==> src/rtl/pixel_prefetch.sv <==
// Raster-order pixel prefetcher: issues (x, y) to a pipelined shader ahead of the
// encoder and buffers the returned colours in a small FIFO drained by i_rd.
module pixel_prefetch #(
  parameter int H_ACTIVE = 640,
  parameter int V_ACTIVE = 480,
  parameter int LAT      = 2,
  parameter int DEPTH    = 16
) (
  input  logic                     i_pixclk,
  input  logic                     i_reset_n,
  input  logic                     i_rd,
  input  logic                     i_newline,
  input  logic                     i_newframe,
  output logic [11:0]              o_pix_x,
  output logic [10:0]              o_pix_y,
  input  logic [23:0]              i_shade,
  output logic [23:0]              o_pixel,
  output logic [$clog2(DEPTH):0]   o_level,
  output logic                     o_underflow,
  output logic                     o_desync
);

  localparam int AW  = $clog2(DEPTH);
  localparam int LW  = AW + 1;
  localparam int PCW = 13;

  logic [11:0]     r_col;
  logic [10:0]     r_row;
  logic            r_frame_done;
  logic [LAT-1:0]  r_valid;
  logic [23:0]     r_mem [DEPTH];
  logic [AW-1:0]   r_wr_ptr;
  logic [AW-1:0]   r_rd_ptr;
  logic [LW-1:0]   r_level;
  logic [PCW-1:0]  r_pop_cnt;
  logic            r_underflow;
  logic            r_desync;

  logic            w_empty;
  logic            w_last_col;
  logic            w_last_row;
  logic            w_issue;
  logic            w_push;
  logic            w_pop;
  logic [LAT-1:0]  w_valid_next;

  function automatic int count_ones(input logic [LAT-1:0] v);
    int n;
    n = 0;
    for (int i = 0; i < LAT; i++) begin
      n = n + int'(v[i]);
    end
    return n;
  endfunction

  // Credit check, FIFO strobes and the next value of the in-flight shift register
  always_comb begin
    w_empty    = (r_level == LW'(0));
    w_last_col = (r_col == 12'(H_ACTIVE - 1));
    w_last_row = (r_row == 11'(V_ACTIVE - 1));
    // A same-cycle pop is deliberately ignored so credit can never overshoot DEPTH
    w_issue    = !r_frame_done && ((int'(r_level) + count_ones(r_valid)) < DEPTH);
    w_push     = r_valid[LAT-1];
    w_pop      = i_rd && !w_empty;
    w_valid_next    = '0;
    w_valid_next[0] = w_issue;
    for (int i = 1; i < LAT; i++) begin
      w_valid_next[i] = r_valid[i-1];
    end
  end

  // Raster counters, in-flight tracking and FIFO pointers; frame flush wins over all
  always_ff @(posedge i_pixclk or negedge i_reset_n) begin
    if (!i_reset_n) begin
      r_col        <= 12'd0;
      r_row        <= 11'd0;
      r_frame_done <= 1'b0;
      r_valid      <= '0;
      r_wr_ptr     <= '0;
      r_rd_ptr     <= '0;
      r_level      <= '0;
    end else if (i_newframe) begin
      r_col        <= 12'd0;
      r_row        <= 11'd0;
      r_frame_done <= 1'b0;
      r_valid      <= '0;
      r_wr_ptr     <= '0;
      r_rd_ptr     <= '0;
      r_level      <= '0;
    end else begin
      r_valid <= w_valid_next;
      if (w_issue) begin
        if (w_last_col && w_last_row) begin
          r_frame_done <= 1'b1;
        end else if (w_last_col) begin
          r_col <= 12'd0;
          r_row <= r_row + 11'd1;
        end else begin
          r_col <= r_col + 12'd1;
        end
      end
      if (w_push) begin
        r_wr_ptr <= r_wr_ptr + AW'(1);
      end
      if (w_pop) begin
        r_rd_ptr <= r_rd_ptr + AW'(1);
      end
      case ({w_push, w_pop})
        2'b10:   r_level <= r_level + LW'(1);
        2'b01:   r_level <= r_level - LW'(1);
        default: r_level <= r_level;
      endcase
    end
  end

  // FIFO storage
  always_ff @(posedge i_pixclk or negedge i_reset_n) begin
    if (!i_reset_n) begin
      for (int i = 0; i < DEPTH; i++) begin
        r_mem[i] <= 24'h0;
      end
    end else if (w_push && !i_newframe) begin
      r_mem[r_wr_ptr] <= i_shade;
    end
  end

  // Per-line pop counter and the sticky underflow / desync flags
  always_ff @(posedge i_pixclk or negedge i_reset_n) begin
    if (!i_reset_n) begin
      r_pop_cnt   <= '0;
      r_underflow <= 1'b0;
      r_desync    <= 1'b0;
    end else begin
      // Desync uses the count before any flush in the same cycle
      if (i_newline && (r_pop_cnt != PCW'(0)) && (r_pop_cnt != PCW'(H_ACTIVE))) begin
        r_desync <= 1'b1;
      end
      if (!i_newframe && i_rd && w_empty) begin
        r_underflow <= 1'b1;
      end
      if (i_newframe || i_newline) begin
        r_pop_cnt <= '0;
      end else if (w_pop && (r_pop_cnt != {PCW{1'b1}})) begin
        r_pop_cnt <= r_pop_cnt + PCW'(1);
      end
    end
  end

  assign o_pix_x     = r_col;
  assign o_pix_y     = 11'(V_ACTIVE - 1) - r_row;
  assign o_pixel     = w_empty ? 24'h0 : r_mem[r_rd_ptr];
  assign o_level     = r_level;
  assign o_underflow = r_underflow;
  assign o_desync    = r_desync;

endmodule
==> config.mk <==
export PLATFORM = sky130hd
export DESIGN_NAME = pixel_prefetch
export DESIGN_NICKNAME = d
export VERILOG_FILES = /design/src/rtl/pixel_prefetch.sv
export SDC_FILE = /design/constraint.sdc
export NUM_CORES = 1
export LEC_CHECK = 0
export ABC_CLOCK_PERIOD_IN_PS = 4350
export CAP_MARGIN = 0
export CORE_MARGIN = 2
export CORE_UTILIZATION = 45
export DETAILED_ROUTE_END_ITERATION = 8
export GPL_ROUTABILITY_DRIVEN = 0
export PLACE_DENSITY_LB_ADDON = 0.3
export SLEW_MARGIN = 5
export SYNTH_ARGS = -nofsm -noshare
export SYNTH_HDL_FRONTEND = slang
export SYNTH_SLANG_ARGS = --single-unit
export TNS_END_PERCENT = 100
==> constraint.sdc <==
create_clock -name i_pixclk -period 4.35 [get_ports i_pixclk]
set_input_delay 0.435 -clock i_pixclk [delete_from_list [all_inputs] [get_ports i_pixclk]]
set_output_delay 0.435 -clock i_pixclk [all_outputs]
set_load 0.02 [all_outputs]
; ---- After elaboration in Yosys (flattened, before gate mapping)
; Cells that the tools add are included.
; W data, S select, Z words.
[op_classes]
n_eq_ne = 7
bitwise = 2
n_addsub = 10
reduce_logical = 26
magnitude_cmp = 4
muxes = 27
[op_table]
columns = cell, count
row1 = $bwmux W384, 1
row2 = $bmux W24 S4, 1
row3 = $demux W24 S4, 1
row4 = $mux W24, 4
row5 = $mux W12, 4
row6 = $mux W11, 4
row7 = $mux W13, 2
row8 = $mux W4, 4
row9 = $add A13 B1 Y13 const B, 1
row10 = $ne A13 B10 Y1 const B, 1
row11 = $ne A13 B13 Y1 const B, 1
row12 = $reduce_bool A13 Y1, 1
row13 = $add A12 B1 Y12 const B, 1
row14 = $eq A12 B10 Y1 const B, 1
row15 = $reduce_bool A2 Y1, 6
row16 = $add A11 B1 Y11 const B, 1
row17 = $eq A11 B9 Y1 const B, 1
row18 = $sub A9 B11 Y11 const A, 1
row19 = $ge A5 B5 Y1 const B, 2
row20 = $logic_and A1 B1 Y1, 10
row21 = $not A4 Y5, 2
row22 = $pmux W5 S2, 1
row23 = $add A4 B1 Y4 const B, 2
row24 = $add A5 B2 Y6, 1
row25 = 17 further kinds, 22
[word_totals]
regBits = 438
inputBits = 29
elab_cells = 102
out_inout_bits = 54

; ---- Longest topological paths before layout
[depth]
ltp_word = 6
mapped_depth = 9
depth_no_buf = 8

; ---- Least setup slack after synthesis
; OpenSTA, ideal clock, no wires.
[synth_timing]
path_type = flip-flop to flip-flop
start = register r_level[1] (netlist: o_level[1])
end = register r_level[4] (netlist: o_level[4])
stages_incl_launch_ff = 10
path_buffers = 1
slack_ps = 1550
setup_ps = 125
required_ps = 4225
arrival_time_ps = 2675
path_cell_list = dfrtp_1 or4_1 clkbuf_1 o21ai_0 xnor2_1 ha_1 or3_1 a21oi_1 o2bb2ai_1 mux2_2
[synth_via]
elab_chain_len = 6
word_cells_on_any_way = 10
classes_between = add/sub (2) / eq/ne (2) / mux (2) / reduce/logical (4)
[synth_rtl]
columns = item, line_no
row1 = "start, declared", 34  ; logic [LW-1:0] r_level;
row2 = "start signal, assigned", 109  ; 2'b10: r_level <= r_level + LW'(1);
row3 = "start signal, assigned", 110  ; 2'b01: r_level <= r_level - LW'(1);
row4 = "start signal, assigned", 111  ; default: r_level <= r_level;
row5 = "parallel branches: the longest is 6 deep, another holds $sub A5 B1 Y5", n/a
; Parallel ways; which one is timed is not known.
; A chain may end at the register's enable or synchronous reset.

; ---- Final worst setup path
[layout_timing]
start = register r_level[1] (netlist: o_level[1])
end = output o_pixel[4]
[layout_via]
elab_chain_len = 2
[layout_rtl]
columns = item, line_no
row1 = $logic_not A5 Y1, 58  ; w_empty = (r_level == LW'(0));
row2 = $mux W24, 151  ; assign o_pixel = w_empty ? 24'h0 : r_mem[r_rd_ptr];
row3 = "end, declared", 17  ; output logic [23:0] o_pixel,
; Every way passes these cells.

==> results.txt <==
period utilization: 86.4%
Commonest cells post-synth: dfrtp_1 (438), mux2_2 (395), mux4_2 (96)
share of layout cells above drive strength 1: 41.0%
largest net degree at the start of global routing: 111
async set-reset flop share out of synthesis: 100%
Root Driver: clkbuf_16
crit path DAT: 3.32 ns
synth warn: 0
Lkg Pwr: 10.8 nW
syn_nets: 1455
grt total ovfl: 0
Min Hold Slack: 0.179 ns
Top Ports: 83
Final Max Slew Viols: 0
routed length per placed instance: 22.4 um
worst setup path class: reg -> out
Synth Register Bits: 438
worst hold path class: in -> reg
Critical Path, Cell by Cell: or4_1 > nor2_1 > or2_2 > o22ai_1 > clkdlybuf4s50_1
total CTS buffers: 49
Critical-path top delay cell: or4_1
r2r setup slk: 1.36 ns
vias per inst: 5.79
Synth Flop Type: dfrtp_1
dominant cell type by area after synthesis: dfrtp_1
Clock Latency Late Sink: 0.58 ns
Rows: 78
CP top delay family: simple AND/OR/NAND/NOR gates
most area-consuming cells after synthesis: dfrtp_1 (53%), mux2_2 (22%), mux4_2 (11%), mux2i_1 (2.6%), clkbuf_1 (1.5%)
status: completed
Peak Freq: 266 MHz
setup slack at placement: 1.16 ns
die height: 218 um
min Tclk post-route: 3.76 ns
TNS Setup: 0 ns
Routed WL: 47.2 mm
antenna diode count: 0
number of nets with antenna violations after routing: 0
Via Count: 12.2k
area grow syn2layout: 15.1%
Starting Density: 45.5%
Syn Area/Cell: 14.5 um^2
Seq/Total Area, Yosys: 53.4%
Final #Nets: 1516
CP peak stage delay: 0.69 ns
count of flip-flops with a built-in enable after synthesis: 0
P_sw: 0.00323 W
Die Width: 218 um
Req. time, crit path: 3.91 ns
Setup Skew: 0.0199 ns
first-pass GRT wire length: 75.4 mm
Comb pwr share: 23.3%
Slew headroom: 25.0%
clock sinks: 438
Yosys top cell area share: 53.4%
Syn Inst Count: 1412
gr usage total: 20.6%
setup slack after layout: 0.593 ns
final setup fails: 0
Buf+Inv Stages, Crit Path: 1
Post-CTS Setup Inserts: 0
Startpoint Class: flip-flop
worst-margin pin slew: 1.12 ns
final hold viol count: 0
Seq pwr share: 41.0%
initial drt markers: 700
clock power share: 35.7%
Final Power: 0.0113 W
Pre-antenna DRT Iters: 5
DP HPWL: 28.0 mm
Cell Pwr Density: 477 nW/um^2
Netlist cell types: 54
mapped cell area: 20500 um^2
internal power: 0.00805 W
Sw Share: 28.6%
Worst setup EP type: output port
Max FO, Critical Path: 24
Port Buffer Count: 82
CTS H-tree lvls: 2
most numerous cell in the Yosys netlist: dfrtp_1
CTS tree: built
max-capacitance violation count: 0
DRC: 0
core area: 45200 um^2
Worst-path clk slew: 0.06 ns
DIE AREA: 47400 um^2
vias in the first global route: 12.8k
antenna violations before repair: 0
Clock Path Buffers: 3
worst IR drop on VDD: 320 uV
unrepaired setup endpoints after global routing: no
post-layout util: 52.3%
worst paths after layout:
| check | startpoint | endpoint | cells past startpoint |
|---|---|---|---|
| worst max register to register | o_level[1]$_DFFE_PN0P_ | o_level[4]$_DFFE_PN0P_ | 8 |
| worst max-delay path | o_level[1]$_DFFE_PN0P_ | o_pixel[4] | 5 |
| worst min register to register | o_desync$_DFFE_PN0P_ | o_desync$_DFFE_PN0P_ | 1 |
| min in group asynchronous | i_reset_n | r_row[7]$_DFFE_PN0P_ | 2 |
| max in group asynchronous | i_reset_n | r_mem[28]$_DFFE_PN0P_ | 3 |
| worst min-delay path | i_newframe | r_wr_ptr[1]$_DFFE_PN0P_ | 2 |
cell families (layout without fill, tap and decap cells):
logic type | count (synthesis) | in the layout | share of synthesized area [%]
xor+xnor | 12 | 12 | 0.512
flops | 438 | 438 | 53.4
simple gates | 175 | 175 | 4.76
fa+ha+maj | 14 | 14 | 0.853
compound gates | 94 | 94 | 3.04
buf+inv | 132 | 224 | 2.55
mux | 547 | 547 | 34.9
metal layers:
metal | vias up | track usage, % | wire length [um]
li1 | 5403 | - | -
met1 | 6525 | 28.3 | 21200
met2 | 193 | 34.3 | 23500
met3 | 59 | 3.36 | 1630
met4 | 0 | 5.37 | 893
met5 | - | 0 | 0
layout by cell type, fill, tap and decap left out, types with 21 or more instances in the layout:
cell type / n
a21oi_1: 21
buf_4: 33
clkbuf_16: 50
clkdlybuf4s50_1: 80
dfrtp_1: 435
mux2_2: 395
mux2i_1: 53
mux4_2: 96
nand2_1: 37
nor2_1: 34
o22ai_1: 25
power groups by stage:
stage,logic [W],registers [W],clock network [W]
global placement,0.00265,0.00466,0
detailed placement,0.00267,0.00468,0
global route,0.00285,0.00466,0.00433
floorplan,0.00172,0.00462,0
CTS,0.00268,0.00462,0.00414
finish,0.00263,0.00462,0.00403
what timing repair did:
action                    in CTS  in global routing
hold buffers                   1                  0
resized for setup              0                  0
hold endpoints to repair     104                  0
through the flow:
step / instances / instance area (um^2)
2_1_floorplan: 1412 / 20500
3_3_place_gp: 2021 / 22100
3_5_place_dp: 2021 / 22100
4_1_cts: 2104 / 23600
5_1_grt: 2104 / 23600
6_report: 2104 / 23600
state kept, by name (all words and copies together) (netlist names), 2 cells and up:
register,flops
o_level,5
r_valid,2
r_rd_ptr,4
o_pix_x,12
r_pop_cnt,13
r_row,11
r_wr_ptr,4
r_mem,384
area by class of cell:
| class | count | area [um^2] |
|---|---|---|
| fill | 3726 | 21600 |
| sequential | 438 | 11000 |
| multi-input combinational | 842 | 9060 |
| clock buffer | 70 | 1390 |
| timing repair buffer | 123 | 1220 |
| tap | 600 | 751 |
| clock inverter | 12 | 171 |
| inverter | 19 | 71.3 |
No activity file was read; power rests on OpenSTA's default activity.
